===== config.mk =====
export PLATFORM = sky130hd
export DESIGN_NAME = dcache_controller
export DESIGN_NICKNAME = d
export VERILOG_FILES = /design/src/rtl/dcache_controller.sv
export SDC_FILE = /design/constraint.sdc
export NUM_CORES = 2
export LEC_CHECK = 0
export BUFFER_PORTS_ARGS = -buffer_cell sky130_fd_sc_hd__buf_4
export CAP_MARGIN = 40
export CORE_MARGIN = 10
export CORE_UTILIZATION = 40
export CTS_CLUSTER_DIAMETER = 100
export CTS_CLUSTER_SIZE = 24
export DETAILED_ROUTE_END_ITERATION = 7
export GPL_TIMING_DRIVEN = 0
export SLEW_MARGIN = 20
export SYNTH_ARGS = -nofsm -noshare
export SYNTH_HDL_FRONTEND = slang
export SYNTH_SLANG_ARGS = --single-unit

===== constraint.sdc =====
create_clock -name clk -period 5.4 [get_ports clk]
set_input_delay 1.08 -clock clk [delete_from_list [all_inputs] [get_ports clk]]
set_output_delay 1.08 -clock clk [all_outputs]
set_load 0.01 [all_outputs]

===== src/rtl/dcache_controller.sv =====
// Direct-mapped write-through, no-write-allocate data cache.
// Burst line fill on load miss, byte-strobed write-through on store.
module dcache_controller #(
  parameter int SETS       = 16,
  parameter int LINE_WORDS = 4
) (
  input  logic        clk,
  input  logic        reset,
  input  logic        cpu_rd_en,
  input  logic        cpu_wr_en,
  input  logic [31:0] cpu_addr,
  input  logic [31:0] cpu_wdata,
  input  logic [2:0]  cpu_mask,
  output logic [31:0] cpu_rdata,
  output logic        cpu_stall,
  output logic        mem_req,
  output logic        mem_we,
  output logic [31:0] mem_addr,
  output logic [31:0] mem_wdata,
  output logic [3:0]  mem_wstrb,
  input  logic        mem_ack,
  input  logic [31:0] mem_rdata
);

  localparam int WO = $clog2(LINE_WORDS);
  localparam int IW = $clog2(SETS);
  localparam int TW = 32 - IW - WO - 2;
  localparam logic [WO-1:0] LAST = WO'(LINE_WORDS - 1);

  typedef enum logic [1:0] {
    IDLE, FILL, WRITE, DONE
  } state_t;

  state_t state, state_n;
  logic [WO-1:0] cnt, cnt_n;

  logic [TW-1:0] tag;
  logic [IW-1:0] idx;
  logic [WO-1:0] wo;
  assign tag = cpu_addr[31 -: TW];
  assign idx = cpu_addr[WO+2 +: IW];
  assign wo  = cpu_addr[2 +: WO];

  logic [SETS-1:0] valid;
  logic [TW-1:0]   tags [SETS];
  logic [31:0]     data [SETS][LINE_WORDS];

  logic        hit;
  logic [31:0] word;
  assign hit  = valid[idx] && (tags[idx] == tag);
  assign word = data[idx][wo];

  logic        req_n, we_n;
  logic [31:0] addr_n, wdata_n;
  logic [3:0]  wstrb_n;
  logic        fill_we, line_set, inval, merge;
  logic        ack;
  logic [3:0]  st_strb;
  logic [31:0] st_data;

  assign ack = mem_req && mem_ack;

  always_comb begin
    st_strb = 4'b1111;
    st_data = cpu_wdata;
    case (cpu_mask)
      3'b000: begin
        st_strb = 4'b0001 << cpu_addr[1:0];
        st_data = {4{cpu_wdata[7:0]}};
      end
      3'b001: begin
        st_strb = cpu_addr[1] ? 4'b1100 : 4'b0011;
        st_data = {2{cpu_wdata[15:0]}};
      end
      default: ;
    endcase
  end

  always_comb begin
    state_n   = state;
    cnt_n     = cnt;
    req_n     = mem_req;
    we_n      = mem_we;
    addr_n    = mem_addr;
    wdata_n   = mem_wdata;
    wstrb_n   = mem_wstrb;
    cpu_stall = 1'b0;
    fill_we   = 1'b0;
    line_set  = 1'b0;
    inval     = 1'b0;
    merge     = 1'b0;
    case (state)
      IDLE: begin
        if (cpu_wr_en) begin
          cpu_stall = 1'b1;
          state_n   = WRITE;
          req_n     = 1'b1;
          we_n      = 1'b1;
          addr_n    = {cpu_addr[31:2], 2'b00};
          wdata_n   = st_data;
          wstrb_n   = st_strb;
        end else if (cpu_rd_en && !hit) begin
          cpu_stall = 1'b1;
          state_n   = FILL;
          cnt_n     = '0;
          inval     = 1'b1;
          req_n     = 1'b1;
          we_n      = 1'b0;
          addr_n    = {tag, idx, {WO{1'b0}}, 2'b00};
          wdata_n   = '0;
          wstrb_n   = '0;
        end
      end
      FILL: begin
        cpu_stall = 1'b1;
        if (ack) begin
          fill_we = 1'b1;
          cnt_n   = cnt + WO'(1);
          addr_n  = {tag, idx, cnt_n, 2'b00};
          if (cnt == LAST) begin
            line_set = 1'b1;
            cnt_n    = '0;
            req_n    = 1'b0;
            addr_n   = '0;
            state_n  = IDLE;
          end
        end
      end
      WRITE: begin
        cpu_stall = 1'b1;
        if (ack) begin
          merge   = hit;
          req_n   = 1'b0;
          we_n    = 1'b0;
          addr_n  = '0;
          wdata_n = '0;
          wstrb_n = '0;
          state_n = DONE;
        end
      end
      DONE: state_n = IDLE;
      default: state_n = IDLE;
    endcase
  end

  always_ff @(posedge clk or posedge reset) begin
    if (reset) begin
      state     <= IDLE;
      cnt       <= '0;
      mem_req   <= 1'b0;
      mem_we    <= 1'b0;
      mem_addr  <= '0;
      mem_wdata <= '0;
      mem_wstrb <= '0;
    end else begin
      state     <= state_n;
      cnt       <= cnt_n;
      mem_req   <= req_n;
      mem_we    <= we_n;
      mem_addr  <= addr_n;
      mem_wdata <= wdata_n;
      mem_wstrb <= wstrb_n;
    end
  end

  // The line being refilled stays invalid until its last word lands.
  always_ff @(posedge clk or posedge reset) begin
    if (reset) begin
      valid <= '0;
    end else begin
      if (inval)    valid[idx] <= 1'b0;
      if (line_set) valid[idx] <= 1'b1;
    end
  end

  always_ff @(posedge clk) begin
    if (fill_we) data[idx][cnt] <= mem_rdata;
    if (line_set) tags[idx] <= tag;
    if (merge) begin
      for (int b = 0; b < 4; b++) begin
        if (mem_wstrb[b]) data[idx][wo][8*b +: 8] <= mem_wdata[8*b +: 8];
      end
    end
  end

  logic [7:0]  ld_b;
  logic [15:0] ld_h;
  logic [31:0] ld_fmt;
  assign ld_b = word[{cpu_addr[1:0], 3'b000} +: 8];
  assign ld_h = word[{cpu_addr[1], 4'b0000} +: 16];

  always_comb begin
    case (cpu_mask)
      3'b000:  ld_fmt = {{24{ld_b[7]}}, ld_b};
      3'b001:  ld_fmt = {{16{ld_h[15]}}, ld_h};
      3'b100:  ld_fmt = {24'b0, ld_b};
      3'b101:  ld_fmt = {16'b0, ld_h};
      default: ld_fmt = word;
    endcase
  end

  assign cpu_rdata = (state == IDLE && cpu_rd_en && !cpu_wr_en && hit)
                   ? ld_fmt : 32'h0;

endmodule


Word level (Yosys, flattened, before mapping)
Memories as Yosys holds them, arrays and structs flattened.
Cells that the tools add are included.

cells by class
  add/sub/neg operators = 1
  multiply operators = 0
  div/mod/pow operators = 0
  $lt $le $gt $ge = 6
  equal/unequal tests = 14
  shift operators = 3
  mux-type cells = 597
  bitwise logic cells = 517
  reduce and logical (&&, ||, !) cells = 22

operators by type and width
  kind                                          count
  2-to-1 mux 128 bit                            5
  2-to-1 mux 1 bit                              543
  OR 1 bit                                      512
  2-to-1 mux 32 bit                             12
  demux 32 bit (select 2 bit)                   5
  case mux 32 bit (2 select lines)              2
  case mux 32 bit (4 select lines)              1
  case mux 32 bit (3 select lines)              1
  binary-select mux 32 bit (select 2 bit)       1
  2-to-1 mux 16 bit                             3
  variable part select 32 x 6 -> 16 bit         1
  variable part select 32 x 6 -> 8 bit          1
  equality test 24 bit                          1
  2-to-1 mux 24 bit                             1
  2-to-1 mux 2 bit                              9
  AND 16 bit                                    1
  2-to-1 mux 4 bit                              4
  inverter 16 bit                               1
  OR 16 bit                                     1
  case mux 4 bit (2 select lines)               2
  AND reduction 4 bit                           3
  inequality test 2 bit, second input constant  5
  logical AND 1 bit                             9
  2-to-1 mux 8 bit                              1
  other kinds (26)                              35

word-level totals
  register bits after elaboration = 90
  bits in latches = 0
  bits in writable memories = 2432
  bits in read-only memories = 0
  input port bits = 104
  output and inout port bits = 103
  memories = 2

memory list
  memory  words  width  rd ports  clocked after Yosys merged registers in  wr ports  RTL line  source
  data    16     128    1         0                                        1         46        logic [31:0] data [SETS][LINE_WORDS];
  tags    16     24     1         0                                        1         45        logic [TW-1:0] tags [SETS];

Longest topological paths before layout
  depth in word-level cells = 11
  mapped depth = 16
  mapped depth without buffers = 9

Least setup slack after synthesis
OpenSTA, ideal clock, no wires.

  kind = input-to-output
  start = in cpu_addr[4]
  end = out cpu_rdata[5]
  arrival = 4.329 ns
  setup slack = -0.009 ns
  stages = 13
  buffers on the path = 8
  cells stage by stage = buf_6 > buf_12 > buf_6 > buf_6 > buf_4 > buf_4 > buf_2 > buf_1 > mux4_2 > mux4_2 > mux4_2 > o22ai_1 > a211oi_1

between the ends
  cells in the longest elaborated chain, start to end = 7
  elaborated cells on any way between the ends = 14
  those cells by class = eq/ne: 1; shift: 2; mux: 7; reduce/logical: 2; memory: 2

ends and longest elaborated chain
  what                                                                                                  RTL line  source
  start: declaration                                                                                    11        input logic [31:0] cpu_addr,
  memory read (16 x 128 bit)                                                                            -
  binary-select mux 32 bit (select 2 bit)                                                               51        assign word = data[idx][wo];
  2-to-1 mux 32 bit (implied by the code) (2 in series)                                                 51
  variable part select 32 x 6 -> 16 bit / variable part select 32 x 6 -> 8 bit (equally long branches)  190, 189
  case mux 32 bit (4 select lines)                                                                      193       case (cpu_mask)
  2-to-1 mux 32 bit *                                                                                   203       ? ld_fmt : 32'h0;
  end: declaration                                                                                      14        output logic [31:0] cpu_rdata,

Mark *: on every way between the ends. The rest lies on a longest branch, timed or not. The select of a mux whose other input is x is not followed.

Worst setup path in the final report
  start = in cpu_addr[4]
  end = out cpu_rdata[2]

Same word-level chain as after synthesis.

==> metrics <==
Num CTS Buffers 117; PnR worst setup slack -0.310 ns; largest net degree at the start of global routing 61; Worst-Skew Late Latency 0.86 ns; Routed Antenna Nets 0; drt via density 5.94; final wirelength 308000 microns; DR iter-0 viols 7369; Setup CP Type input port to primary output; Layout area overhead 16.5%; Post-DP HPWL 221000 microns; Die Footprint 273000 sq um; outcome finished with violations; EDFF count, synth 2432; peak supply drop 0.313 mV; port bufs 200; Worst Path Max Fanout 7; critical path's slowest cell mux4_2; Row Count 184; Die X 522 microns; CTS tree done; commonest non-fill, non-tap cell in the layout edfxtp_1; total gr overflow 0; 1st-pass router iterations 5; share of layout cells above drive strength 1 35.4%; Mapped Cells 4711; synth warn 0; DRC viols 0; Leak 37.8 nW; final clock skew 0.0498 ns; Initial Util 40.2%; clk root buf clkbuf_16; most frequent cell on the critical path buf_12; Slew HR 34.3%; vias in the first global route 51941; Max Cap Viol 0; Final nets 5570; Sink Count 2520; M1 WL 119000 microns; DR WL/cell 34.6 microns; initial antenna violation count 13; minimum clock period 5.71 ns; Main synth FF type edfxtp_1; Tot GR Track Use 22.1%; Crit path max-delay family multiplexers; mux contribution to synthesized area 19.6%; Place WS -2.09 ns; Top Ports 207; CP required 4.32 ns; crit start category input port; xor and xnor fraction of the mapped netlist area 0.182%; clock buffer depth 3; Worst path max stage delay 0.68 ns; commonest cells after routing, fill and taps aside edfxtp_1 (2432), mux4_2 (740), buf_4 (487); failing checks negative setup slack; worst hold path type input port to async pin; clock-pin slew on the worst setup and hold paths 0.09 ns; FMAX 175 MHz; WP data arrival 4.63 ns; Synth Area in Compound Gates 1.62%; met3 wire length 26600 microns; RSZ-0062 raised after global routing true; Tightest Pin Transition 0.985 ns; RePlAce Congestion 0.878; Synth Cell Area 101000 sq um; top routing layer in use met5; r2r startpoint tags[15][2]$_DFFE_PP_; CP cell instances buf_12 -> buf_12 -> buf_12 -> buf_12 -> buf_12 -> buf_16 -> buf_16 -> buf_12 -> mux4_2 -> mux4_2 -> mux4_2 -> nand2b_4 -> o21a_1 -> o22ai_2 -> a211oi_4 -> buf_4; Mapped Avg Cell Area 21.4 sq um; H-Tree Depth 3; Chip Height 522 microns; Core Region 251000 sq um; Final Hold Fails 0; Final setup viols 32; Final period util 106%; simple-gate share of the synthesized area 2.47%; WP buf/inv 9; met2 WL 150000 microns; pwr/cell area 318 nW/um^2; Worst setup EP type primary output; largest family of logic cells by synthesized area multiplexers; first-pass GRT wire length 424000 microns; synth unique cells 66; asr flop ratio synth 3.49%; Yosys reg bits 2520; Seq/Total Area, Yosys 74.5%; WHS 0.221 ns; crit path from cpu_addr[4]; Pins Over Slew Limit 0; fraction of the mapped netlist area in adder cells 0.0992%; Vias 52845
area by class of cell:
cell class	instances	area, sq um
antenna	11	27.5
buffer	277	3050
clock buffer	188	3230
clock inverter	13	203
fill	20674	134000
inverter	51	200
multi-input combinational	1863	25200
sequential	2520	75200
tap	3348	4190
timing repair buffer	628	6280
metal layers:
metal | global-route usage (%) | up-vias
met3 | 4.23 | 482
met2 | 35.8 | 2601
met1 | 29.8 | 28727
met4 | 8.05 | 2
met5 | 0 | -
li1 | - | 21033
kinds of logic after synthesis:
group	after synthesis
buffers and inverters	329
muxes	1029
adders and majority gates	8
and+or+nand+nor	558
DFF	2520
AOI/OAI and AO/OA	245
xor gates and xnor gates	21
other	1
worst reg2reg max path, delay by kind of cell (launching register included):
kind                      cells  cell delay, ns
xor gates and xnor gates      1            0.20
AOI/OAI and AO/OA             1            0.35
buffers and inverters         2            0.68
DFF                           1            0.39
and+or+nand+nor               4            1.74
muxes                         2            0.94
sequential cells by signal, summed over array words and instances (netlist names):
signal     flops
valid         16
mem_wstrb      4
mem_wdata     32
mem_addr      30
mem_req        1
tags         384
mem_we         1
state          2
cnt            2
data        2048
where the power goes:
group | switching, mW | internal [mW]
registers | 0.455 | 21.6
logic | 2.88 | 1.97
clock network | 6.17 | 4.22
cells in the mapped netlist (all sizes together), types with 10 or more instances:
| cell type | number | area, sq um |
|---|---|---|
| mux2 | 177 | 1990 |
| inv | 51 | 191 |
| a211oi | 19 | 143 |
| buf | 122 | 737 |
| nor2 | 319 | 1200 |
| o22ai | 19 | 119 |
| xnor2 | 15 | 131 |
| nand3 | 29 | 300 |
| nor2b | 10 | 62.6 |
| o21ai | 27 | 135 |
| edfxtp | 2432 | 73000 |
| mux4 | 740 | 16700 |
| nor3 | 13 | 70.1 |
| a31oi | 19 | 119 |
| clkbuf | 156 | 586 |
| a21oi | 66 | 330 |
| mux2i | 112 | 1120 |
| a22oi | 25 | 188 |
| o31ai | 20 | 150 |
| nand2b | 15 | 93.8 |
| dfrtp | 88 | 2200 |
| nand2 | 135 | 507 |
| and3 | 12 | 75.1 |
through the flow:
stage / power, mW / instance area [sq um] / TNS [ns] / utilization, % / std cells
finish: 37.3 / 118000 / -7.69 / 46.8 / 8899
global placement: 26.7 / 107000 / -7270.33 / 42.5 / 8260
detailed placement: 26.9 / 109000 / -3296.92 / 43.5 / 8456
CTS: 37.4 / 116000 / -6.78 / 46.4 / 8783
global route: 38.3 / 118000 / -9.18 / 46.8 / 8894
floorplan: 24.5 / 101000 / 0 / - / 4712
repair_timing:
item | 4_1_cts | 5_1_grt
hold buffers | 0 | 0
resized for setup | 600 | 51
hold endpoints to repair | 0 | 0
pin swaps | 37 | 30
setup endpoints to repair | 1011 | 65
setup buffers | 111 | 25
cloned | 16 | 2
worst paths after layout:
kind	slack, ns	to	depth (start not counted)
worst max-delay path	-0.31	cpu_rdata[2]	16
worst min-delay path	0.22	mem_addr[4]$_DFFE_PP0P_	2
worst max register to register	0.71	data[3][17]$_DFFE_PP_	10
worst min register to register	0.52	mem_we$_DFFE_PP0P_	1
max in group asynchronous	4.38	mem_wdata[15]$_DFFE_PP0P_	3
min in group clk	0.52	mem_we$_DFFE_PP0P_	1
(Power assumes the default switching activity.)
